$ cat config.mk
export PLATFORM = sky130hd
export DESIGN_NAME = prefix_sub8_pipe_flat
export DESIGN_NICKNAME = d
export VERILOG_FILES = /design/src/rtl/prefix_sub8_pipe_if.sv /design/src/rtl/prefix_sub8_pipe.sv /design/src/flat_wrapper.sv
export SDC_FILE = /design/constraint.sdc
export NUM_CORES = 1
export LEC_CHECK = 0
export CAP_MARGIN = 10
export CORE_MARGIN = 2
export CORE_UTILIZATION = 55
export DETAILED_ROUTE_END_ITERATION = 8
export GPL_TIMING_DRIVEN = 1
export PLACE_DENSITY = 0.87
export REMOVE_ABC_BUFFERS = 1
export SLEW_MARGIN = 30
export SYNTH_ARGS = -nofsm -noshare
export SYNTH_HDL_FRONTEND = slang
export SYNTH_SLANG_ARGS = --single-unit
$ cat constraint.sdc
create_clock -name clk -period 1.52 [get_ports clk]
set_input_delay 0.304 -clock clk [delete_from_list [all_inputs] [get_ports clk]]
set_output_delay 0.304 -clock clk [all_outputs]
set_load 0.1 [all_outputs]
$ cat src/rtl/prefix_sub8_pipe_if.sv
`default_nettype none
// ============================================================================
// Module   : prefix_sub8_pipe_if
// Brief    : Operand/result handshake bundle for the 8-bit pipelined subtractor.
// Revision : 1.0
// ============================================================================
interface prefix_sub8_pipe_if;
    logic [7:0] a;
    logic [7:0] b;
    logic       bin;
    logic       in_valid;
    logic       in_ready;
    logic [7:0] diff;
    logic       bout;
    logic       ovf;
    logic       zero;
    logic       out_valid;
    logic       out_ready;

    modport master (
        output a, b, bin, in_valid, out_ready,
        input  in_ready, diff, bout, ovf, zero, out_valid
    );

    modport slave (
        input  a, b, bin, in_valid, out_ready,
        output in_ready, diff, bout, ovf, zero, out_valid
    );
endinterface
`default_nettype wire

$ cat src/rtl/prefix_sub8_pipe.sv
`default_nettype none
// ============================================================================
// Module   : prefix_sub8_pipe
// Brief    : 3-stage a - b - bin subtractor with a Kogge-Stone carry network.
// Revision : 1.0
// ============================================================================
module prefix_sub8_pipe (
    input  wire logic          clk,
    input  wire logic          rst,
    prefix_sub8_pipe_if.slave  s_bus
);
    logic       r_v1, r_v2, r_v3;
    logic [7:0] r1_a, r1_nb, r1_p, r1_g;
    logic       r1_nbin;
    logic [7:0] r2_x, r2_g;
    logic [7:4] r2_p;
    logic       r2_nbin, r2_a7, r2_b7;
    logic [7:0] r_diff;
    logic       r_bout, r_ovf, r_zero;

    logic       w_advance;
    logic [7:0] w_nb;
    logic [7:0] w_g0, w_g1, w_g2, w_g3;
    logic [7:2] w_p1;
    logic [7:4] w_p2;
    logic [7:0] w_c, w_sum;

    // rst forces the stall path open so the block looks idle and ready during reset.
    assign w_advance = ~r_v3 | s_bus.out_ready | rst;
    assign w_nb      = ~s_bus.b;

    // Borrow-in enters as carry-in folded into bit 0's generate term.
    assign w_g0[0]   = r1_g[0] | (r1_p[0] & r1_nbin);
    assign w_g0[7:1] = r1_g[7:1];

    generate
        for (genvar i = 0; i < 8; i++) begin : g_lvl1
            if (i >= 1) begin : g_cmb
                assign w_g1[i] = w_g0[i] | (r1_p[i] & w_g0[i-1]);
            end else begin : g_pass
                assign w_g1[i] = w_g0[i];
            end
            if (i >= 2) begin : g_prop
                assign w_p1[i] = r1_p[i] & r1_p[i-1];
            end
        end

        for (genvar i = 0; i < 8; i++) begin : g_lvl2
            if (i >= 2) begin : g_cmb
                assign w_g2[i] = w_g1[i] | (w_p1[i] & w_g1[i-2]);
            end else begin : g_pass
                assign w_g2[i] = w_g1[i];
            end
            if (i >= 4) begin : g_prop
                assign w_p2[i] = w_p1[i] & w_p1[i-2];
            end
        end

        for (genvar i = 0; i < 8; i++) begin : g_lvl3
            if (i >= 4) begin : g_cmb
                assign w_g3[i] = r2_g[i] | (r2_p[i] & r2_g[i-4]);
            end else begin : g_pass
                assign w_g3[i] = r2_g[i];
            end
        end
    endgenerate

    assign w_c   = {w_g3[6:0], r2_nbin};
    assign w_sum = r2_x ^ w_c;

    always_ff @(posedge clk) begin
        if (rst) begin
            r_v1    <= 1'b0;
            r_v2    <= 1'b0;
            r_v3    <= 1'b0;
            r1_a    <= 8'h00;
            r1_nb   <= 8'h00;
            r1_p    <= 8'h00;
            r1_g    <= 8'h00;
            r1_nbin <= 1'b0;
            r2_x    <= 8'h00;
            r2_g    <= 8'h00;
            r2_p    <= 4'h0;
            r2_nbin <= 1'b0;
            r2_a7   <= 1'b0;
            r2_b7   <= 1'b0;
            r_diff  <= 8'h00;
            r_bout  <= 1'b0;
            r_ovf   <= 1'b0;
            r_zero  <= 1'b0;
        end else if (w_advance) begin
            r_v1    <= s_bus.in_valid;
            r_v2    <= r_v1;
            r_v3    <= r_v2;

            r1_a    <= s_bus.a;
            r1_nb   <= w_nb;
            r1_p    <= s_bus.a | w_nb;
            r1_g    <= s_bus.a & w_nb;
            r1_nbin <= ~s_bus.bin;

            r2_x    <= r1_a ^ r1_nb;
            r2_g    <= w_g2;
            r2_p    <= w_p2;
            r2_nbin <= r1_nbin;
            r2_a7   <= r1_a[7];
            r2_b7   <= ~r1_nb[7];

            r_diff  <= w_sum;
            r_bout  <= ~w_g3[7];
            r_ovf   <= (r2_a7 != r2_b7) & (w_sum[7] != r2_a7);
            r_zero  <= (w_sum == 8'h00);
        end
    end

    assign s_bus.in_ready  = w_advance;
    assign s_bus.out_valid = r_v3 & ~rst;
    assign s_bus.diff      = r_diff;
    assign s_bus.bout      = r_bout;
    assign s_bus.ovf       = r_ovf;
    assign s_bus.zero      = r_zero;
endmodule
`default_nettype wire

$ cat src/flat_wrapper.sv
// flat-port wrapper written by rule: the top's interface ports become plain ports
module prefix_sub8_pipe_flat 
  (clk, rst, s_bus_a, s_bus_b, s_bus_bin, s_bus_in_valid, s_bus_out_ready, s_bus_in_ready, s_bus_diff, s_bus_bout, s_bus_ovf, s_bus_zero, s_bus_out_valid);
  prefix_sub8_pipe_if s_bus_i ();
  input  wire logic clk;
  input  wire logic rst;
  input wire logic [$bits(s_bus_i.a)-1:0] s_bus_a;
  input wire logic [$bits(s_bus_i.b)-1:0] s_bus_b;
  input wire logic [$bits(s_bus_i.bin)-1:0] s_bus_bin;
  input wire logic [$bits(s_bus_i.in_valid)-1:0] s_bus_in_valid;
  input wire logic [$bits(s_bus_i.out_ready)-1:0] s_bus_out_ready;
  output wire logic [$bits(s_bus_i.in_ready)-1:0] s_bus_in_ready;
  output wire logic [$bits(s_bus_i.diff)-1:0] s_bus_diff;
  output wire logic [$bits(s_bus_i.bout)-1:0] s_bus_bout;
  output wire logic [$bits(s_bus_i.ovf)-1:0] s_bus_ovf;
  output wire logic [$bits(s_bus_i.zero)-1:0] s_bus_zero;
  output wire logic [$bits(s_bus_i.out_valid)-1:0] s_bus_out_valid;
  assign s_bus_i.a = s_bus_a;
  assign s_bus_i.b = s_bus_b;
  assign s_bus_i.bin = s_bus_bin;
  assign s_bus_i.in_valid = s_bus_in_valid;
  assign s_bus_i.out_ready = s_bus_out_ready;
  assign s_bus_in_ready = s_bus_i.in_ready;
  assign s_bus_diff = s_bus_i.diff;
  assign s_bus_bout = s_bus_i.bout;
  assign s_bus_ovf = s_bus_i.ovf;
  assign s_bus_zero = s_bus_i.zero;
  assign s_bus_out_valid = s_bus_i.out_valid;
  prefix_sub8_pipe u_core (.clk(clk), .rst(rst), .s_bus(s_bus_i));
endmodule
# [Word-level counts from Yosys, hierarchy flattened]
# Cells that the tools add are included.
[totals] regBits=70 input_bits=21 output_inout_bits=13 wordCells=81
[classes] eq_ne=2 bitwise_logic=60 n_reduce_logical=1
[ops] operator="$and 1x1->1" count=30
[ops] operator="$or 1x1->1" count=20
[ops] operator="$xor 8x8->8" count=2
[ops] operator="$and 8x8->8" count=1
[ops] operator="$logic_not 8->1" count=1
[ops] operator="$not 8->8" count=1
[ops] operator="$or 8x8->8" count=1
[ops] operator="$not 1->1" count=5
[ops] operator="$ne 1x1->1" count=2

# [Longest topological paths before layout]
# Gate-level depths: netlist (run 1).
[logic_depth] word_depth=6 depth_mapped=6 mapped_depth_nobuf=5

# [Least setup slack after synthesis (run 1)]
# OpenSTA, ideal clock, no wires.
[synth_timing] path_kind="input to output" startpoint="in rst" endpoint="out s_bus_out_valid" arrival_time_ns=1.801 t_required_ns=1.216 slack_ns=-0.585 path_stages=2 path_buffers=1 path_cell_list="buf_2 > nor2b_1"
[synth_via] elab_chain_cells=2
[synth_lines] element="start: declaration" line="flat_wrapper.sv:6" text="input wire logic rst;"
[synth_lines] element="$not 1->1" line="prefix_sub8_pipe.sv:117" text="assign s_bus.out_valid = r_v3 & ~rst;"
[synth_lines] element="$and 1x1->1" line="prefix_sub8_pipe.sv:117"
[synth_lines] element="end: declaration" line="flat_wrapper.sv:17" text="output wire logic [$bits(s_bus_i.out_valid)-1:0] s_bus_out_valid;"
# Every way passes these cells.

# [Final worst setup path (run 1)]
[layout_timing] startpoint="reg u_core.r_v3" endpoint="out s_bus_in_ready"
[layout_via] elab_chain_cells=3
[layout_lines] element="start: declaration" line="prefix_sub8_pipe.sv:12" text="logic r_v1, r_v2, r_v3;"
[layout_lines] element="start signal: assignment" line="prefix_sub8_pipe.sv:94" text="r_v3 <= r_v2;"
[layout_lines] element="$not 1->1" line="prefix_sub8_pipe.sv:29" text="assign w_advance = ~r_v3 | s_bus.out_ready | rst;"
[layout_lines] element="$or 1x1->1 (2 in series)" line="prefix_sub8_pipe.sv:29"
[layout_lines] element="end: declaration" line="flat_wrapper.sv:12" text="output wire logic [$bits(s_bus_i.in_ready)-1:0] s_bus_in_ready;"
# Every way passes these cells.

==> key figures, run 1 <==
Status
  • Status: complete, no violations

Logic synthesis
  • Asr flop ratio synth: 0%
  • Compound-Gate Fraction of Synth Area: 20.6%
  • Post-synthesis cell type count: 29
  • Synthesized instance count: 319
  • #FFs+latches synth: 70
  • Post-Synth XOR/XNOR Area: 4.90%
  • Cell Area, Synth: 2860 sq um
  • Largest family of logic cells by synthesized area: compound AO/OA/AOI/OAI gates
  • Syn avg cell area: 8.96 sq um
  • Seq/Total Area, Yosys: 49.0%
  • Synth warn: 0
  • Multiplexer area fraction after synthesis: 0.701%
  • Simple-Gate Fraction of Synth Area: 20.1%
  • EDFF count, synth: 0
  • Post-synth top flop: dfxtp_1
  • Post-synthesis adder-cell area fraction: 0%

Worst setup path
  • WP data required: 1.22 ns
  • Crit path launch: u_core.r_v3
  • Worst-path fanout max: 2
  • RR Startpoint: u_core.r_v3
  • Internal reg-to-reg setup slack: 0.10 ns
  • Critical Path AT: between 1 and 1.5 ns
  • Crit Path Class: reg2out
  • Startpoint types: flop
  • Reg2reg path depth: 6
  • Critical Path End Type: output port
  • Reg2Reg Capture Point: u_core.r2_g[7]

Layout
  • Commonest non-fill, non-tap cell in the layout: dfxtp_1
  • Final Cell Area: 3620 sq um
  • Layout cells sized above 1: 18.2%
  • Most frequent cells in the layout: dfxtp_1, nand2_1, nor2_1
  • Fillers: 392
  • Syn-to-layout area delta: 26.6%
  • Nets@finish: 379
  • # diodes: 0

Routing
  • DR WL/cell: 13.6 microns
  • DR DRC count: 0
  • Antenna violation net count after detailed routing: 0
  • Pre-Repair DR Iteration Count: 4
  • DR iter-0 viols: 96
  • Routed vias/inst: 5.37
  • DRT Wirelength: 5900 microns
  • Vias: 2,324

Hold path
  • WHS Path Cells: 3
  • Min-delay src: rst
  • Worst hold path class: in2reg
  • Hold Path End: u_core.r2_x[7]

Floorplanning
  • Die X: 76.1 microns
  • Die area: around 5800 sq um
  • Initial core utilization: 56.3%
  • Chip height: around 76 microns
  • Top Ports: 34
  • Core outline area: 5070 sq um
  • Num rows: 26

Clock network
  • Root buffer cell: clkbuf_8
  • Clock Sinks: 70
  • CTS tree: yes
  • Worst-Skew Late Latency: approximately 0.34 ns
  • Htree depth: 3
  • Clock tree buffer depth: 2
  • Clk slew on worst S/H paths: 0.07 ns
  • Number of CTS-inserted buffers: 9

STA
  • Rel. slew slack: 74.5%
  • Worst setup skew after layout: roughly 0.0045 ns
  • Max-slew violation count: 0
  • Final setup vio count: 0
  • RSZ-0062 raised after global routing: yes
  • Tmin final: 1.48 ns
  • Crit share post-route: 97.5%
  • Worst-Margin Slew: 0.380 ns
  • Setup_tns: 0 ns
  • Max Clk Rate: 0.675 GHz
  • Fin. Hold Viols: 0

Global route
  • Tot GR Track Use: between 20% and 30%
  • First-pass GRT wire length: 10,200 microns
  • GRT overflow: 0
  • Vias in the first global route: 2,248
  • Largest net degree at the start of global routing: 58
  • Initial antenna violation count: 0

Placed design
  • Port Buffer Count: 33
  • Routability cong.: approximately 0.83
  • Placed instance area: ~3400 sq um
  • Dpl hpwl: 4020 microns

Pwr
  • PD cells: 1100 nW/um^2
  • Total power: 3.97 mW
  • Max VDD drop: about 840 uV
  • Lkg Pwr: 1.40 nW

Job
  • Max-cap violations: 0
[cells by family (layout without fill, tap and decap cells)]
family | Yosys count | in the layout
DFF | 70 | 70
AOI/OAI and AO/OA | 80 | 80
and+or+nand+nor | 125 | 125
xor gates and xnor gates | 16 | 16
muxes | 2 | 2
buffers and inverters | 26 | 70
[flip-flops by register name, indices dropped and copies added, names as in the netlist, 4 cells and up]
signal             cells
u_core.r2_x            8
u_core.r2_p            4
u_core.r1_a            8
u_core.r1_nb           8
u_core.s_bus.diff      8
u_core.r1_p            8
u_core.r1_g            8
u_core.r2_g            8
[worst max path at each step]
stage,cells after the start,slack [ns],endpoint
after global placement,6,-0.18,u_core.s_bus.ovf
after detailed placement,6,-0.24,u_core.r2_g[2]
final,3,0.04,s_bus_in_ready
after CTS,3,0.04,s_bus_in_ready
after floorplan,4,-2.21,u_core.r2_g[6]
after global routing,3,-0.0006,s_bus_in_ready
[power breakdown]
| part | leakage [nW] | internal (mW) | switching (mW) |
|---|---|---|---|
| Sequential | 0.579 | 1.95 | 0.0961 |
| Clock | 0.0817 | 0.638 | 0.619 |
| Combinational | 0.740 | 0.287 | 0.375 |
[stage by stage]
stage / utilization [%] / std cells / hold WS, ns / setup WS (ns)
2_1_floorplan: - / 297 / 0.369 / -2.21
3_3_place_gp: 67.8 / 415 / 0.430 / -0.181
3_5_place_dp: 67.8 / 415 / 0.441 / -0.238
4_1_cts: 71.3 / 433 / 0.390 / 0.0364
5_1_grt: 71.3 / 433 / 0.412 / -0.000550
6_report: 71.3 / 433 / 0.399 / 0.0382
[worst max-delay path, cell delays in order, from the launching register on]
cell and delay [ns]:
dfxtp_2 0.33, nor3b_4 0.26, inv_4 0.08, buf_12 0.17
[routing by layer]
metal  part of all wire [%]  track usage (%)
met1                     44             26.6
met2                     50             36.4
met3                    4.8             6.40
met4                    1.3             7.09
met5                      0                0
[Yosys cell counts (3+ instances only)]
cell	n	share of area [%]
dfxtp_1	70	49
nand2_1	45	5.9
nor2_1	41	5.4
a21oi_1	38	6.7
a211oi_2	21	9.2
xnor2_1	16	4.9
nor3_1	12	2.1
buf_2	11	1.9
o21ai_0	9	1.6
nand3b_1	8	2.1
nor3b_1	8	2.1
clkbuf_1	6	0.79
buf_4	4	1.1
nand3_1	4	0.70
nor2b_1	4	0.88
inv_1	3	0.39
[repair_timing]
item	4_1_cts	5_1_grt
gates resized for setup	2	1
pin swaps	1	0
hold buffers	0	0
endpoints found under the setup margin	1	5
buffers inserted	2	0
[final cells by class]
class | instances | area [sq um] | area share (%)
Multi-Input combinational cell | 223 | 1330 | 36.7
Clock buffer | 15 | 156 | 4.32
Tap cell | 70 | 87.6 | 2.42
Timing Repair Buffer | 50 | 619 | 17.1
Inverter | 4 | 17.5 | 0.484
Clock inverter | 1 | 5.00 | 0.138
Sequential cell | 70 | 1400 | 38.8
Note: power is estimated with default switching activity, not from simulation.
==> run 2: changes to the inputs <==
--- a/config.mk
+++ b/config.mk
@@ -7,10 +7,10 @@
 export LEC_CHECK = 0
 export CAP_MARGIN = 10
 export CORE_MARGIN = 2
-export CORE_UTILIZATION = 55
+export CORE_UTILIZATION = 59
 export DETAILED_ROUTE_END_ITERATION = 8
 export GPL_TIMING_DRIVEN = 1
-export PLACE_DENSITY = 0.87
+export PLACE_DENSITY = 0.92
 export REMOVE_ABC_BUFFERS = 1
 export SLEW_MARGIN = 30
 export SYNTH_ARGS = -nofsm -noshare
==> constraint.sdc (replaced) <==
create_clock -name clk -period 1.8 [get_ports clk]
set_input_delay 0.36 -clock clk [delete_from_list [all_inputs] [get_ports clk]]
set_output_delay 0.36 -clock clk [all_outputs]
set_load 0.1 [all_outputs]
==> key figures, run 2 (synthesis gave the netlist of run 1 again) <==
Layout
  • Fillers: 323 (was 392)
  • Syn-to-layout area delta: 24.5% (was 26.6%)
  • Layout cells sized above 1: 16.9% (was 18.2%)
  • Commonest non-fill, non-tap cell in the layout: dfxtp_1 (unchanged)
  • Most frequent cells in the layout: dfxtp_1, nand2_1, nor2_1 (unchanged)
  • # diodes: 0 (unchanged)
  • Fin cells: 410 (was 433)
  • Nets@finish: 373 (was 379)

Clock network
  • Clock tree buffer depth: 2 (unchanged)
  • Clock Sinks: 70 (unchanged)
  • Worst-Skew Late Latency: 0.34 ns (about the same)
  • Hold_buf cts: 0 (unchanged)
  • CTS tree: yes (unchanged)
  • Htree depth: 3 (unchanged)
  • Clk slew on worst S/H paths: 0.07 ns (about the same)
  • Root buffer cell: clkbuf_8 (unchanged)
  • Number of CTS-inserted buffers: 9 (unchanged)

Placed design
  • Dpl hpwl: 3870 microns (was 4020 microns)
  • Placed Cells: 395 (was 415)
  • Port Buffer Count: 33 (unchanged)
  • Routability cong.: 0.821 (was 0.831)

Pwr
  • Total power: 3.39 mW (was 3.97 mW)
  • Max VDD drop: 541 uV (was 839 uV)
  • Lkg Pwr: 1.38 nW (was 1.40 nW)
  • PD cells: 953 nW/um^2 (was 1100 nW/um^2)

Floorplanning
  • Top Ports: 34 (unchanged)
  • Die X: 73.6 microns (was 76.1 microns)
  • Chip height: 73.6 microns (was 76.1 microns)
  • Die area: 5420 sq um (was 5790 sq um)
  • Num rows: 25 (was 26)
  • Core outline area: 4690 sq um (was 5070 sq um)
  • Initial core utilization: 60.9% (was 56.3%)

STA
  • Hold slack: 0.464 ns (was 0.399 ns)
  • Max Clk Rate: between 0.5 and 0.6 GHz
  • Worst setup skew after layout: 0.00772 ns (was 0.00448 ns)
  • Final setup vio count: 0 (unchanged)
  • Rel. slew slack: 73.9% (was 74.5%)
  • Max-slew violation count: 0 (unchanged)
  • Crit share post-route: 97.2%
  • Fin. Hold Viols: 0 (unchanged)
  • RSZ-0062 raised after global routing: no (was yes)
  • Worst-Margin Slew: 0.389 ns (was 0.380 ns)
  • Tmin final: around 1.8 ns

Hold path
  • Worst hold path class: reg2reg (was in2reg)
  • WHS Path Cells: 2 (was 3)
  • Min-delay src: u_core.r1_a[0] (was rst)
  • Hold Path End: u_core.r1_a[0] (was u_core.r2_x[7])

Global route
  • Initial antenna violation count: 0 (unchanged)
  • First-pass GRT wire length: 9570 microns (was 10,200 microns)
  • Largest net degree at the start of global routing: 64 (was 58)
  • GRT overflow: 0 (unchanged)
  • Vias in the first global route: 2,161 (was 2,248)
  • Tot GR Track Use: 23.2% (was 21.6%)

Worst setup path
  • Startpoint types: primary input (was flop)
  • Critical Path AT: 1.39 ns (was 1.18 ns)
  • RR Startpoint: u_core.r_v3 (unchanged)
  • Reg2Reg Capture Point: u_core.r1_p[4] (was u_core.r2_g[7])
  • Crit Path Class: in2out (was reg2out)
  • WP data required: 1.44 ns (was 1.22 ns)
  • Worst-path fanout max: 9 (was 2)
  • Critical Path End Type: output port (unchanged)
  • Internal reg-to-reg setup slack: 0.46 ns (was 0.10 ns)
  • Reg2reg path depth: 5 (was 6)

Routing
  • Antenna violation net count after detailed routing: 0 (unchanged)
  • Max Used Layer: met4 (unchanged)
  • M1 wire length: 2590 microns (about the same)
  • DR DRC count: 0 (unchanged)
  • Vias: 2,327 (was 2,324)
  • Routed vias/inst: 5.68 (was 5.37)
  • Wire length on met2: 2780 microns (was 2960 microns)
  • DR iter-0 viols: 149 (was 96)
  • Pre-Repair DR Iteration Count: 4 (unchanged)
  • DR WL/cell: 14.1 microns (was 13.6 microns)
  • DRT Wirelength: 5770 microns (was 5900 microns)
  • DR WL met3: 243 microns (was 281 microns)

Job
  • Max-cap violations: 0 (unchanged)

Status
  • Status: complete, no violations (unchanged)
==> run 2: changes by cell type in the layout (fill, tap and decap cells not counted), sizes merged <==
cell | previous run | this run
clkdlybuf4s50 | 18 | 19
buf | 31 | 25
clkbuf | 15 | 14
dlygate4sd2 | 1 | 0
==> run 2: metal layers <==
metal  global-route usage, %  vias to the layer above
met2                    36.5                       69
met3                    3.84                       17
met1                    30.0                     1078
met4                    13.3                        0
li1                        -                     1163
met5                       0                        -
==> run 2: worst max path at each step <==
stage / start / slack, ns / depth (start not counted) / endpoint
3_5_place_dp: s_bus_out_ready / -0.02 / 6 / u_core.r2_g[7]
2_1_floorplan: s_bus_out_ready / -1.99 / 4 / u_core.r2_g[6]
4_1_cts: s_bus_out_ready / 0.03 / 4 / s_bus_in_ready
5_1_grt: s_bus_out_ready / 0.005 / 4 / s_bus_in_ready
6_report: s_bus_out_ready / 0.05 / 4 / s_bus_in_ready
3_3_place_gp: s_bus_out_ready / 0.02 / 6 / u_core.s_bus.ovf
==> run 2: repair_timing <==
item | in CTS | in global routing
hold endpoints to repair | 0 | 0
gates resized for setup | 0 | 1
setup buffers | 0 | 0
setup endpoints to repair | 0 | 1
==> run 2: report_power, final <==
group          internal [mW]  total (mW)  leakage (nW)  switching [mW]
Sequential              1.65        1.72         0.579          0.0789
Clock                  0.568        1.11        0.0865           0.540
Combinational          0.240       0.557         0.713           0.317
Total                   2.45        3.39          1.38           0.936
==> run 2: worst max-delay path, stage by stage <==
cell,delay (ns)
clkdlybuf4s50_1,0.44
nor3b_4,0.28
inv_4,0.11
buf_12,0.18
==> run 2: area by class of cell <==
cell class                      count  area (sq um)  area share (%)
Tap cell                           54          67.6            1.90
Clock buffer                       14           163            4.57
Clock inverter                      1          5.00           0.141
Timing Repair Buffer               44           576            16.2
Multi-Input combinational cell    223          1330            37.3
Sequential cell                    70          1400            39.4
Inverter                            4          17.5           0.492
==> run 2: per-stage QoR <==
step / setup slack, ns / util, % / setup TNS (ns) / cell area, sq um
CTS: 0.0273 / 75.8 / 0 / 3560
floorplan: -1.99 / - / -121.59 / 2740
finish: 0.0498 / 75.8 / 0 / 3560
global placement: 0.0219 / 72.2 / 0 / 3390
detailed placement: -0.0177 / 72.2 / -0.0271 / 3390
global route: 0.00457 / 75.8 / 0 / 3560
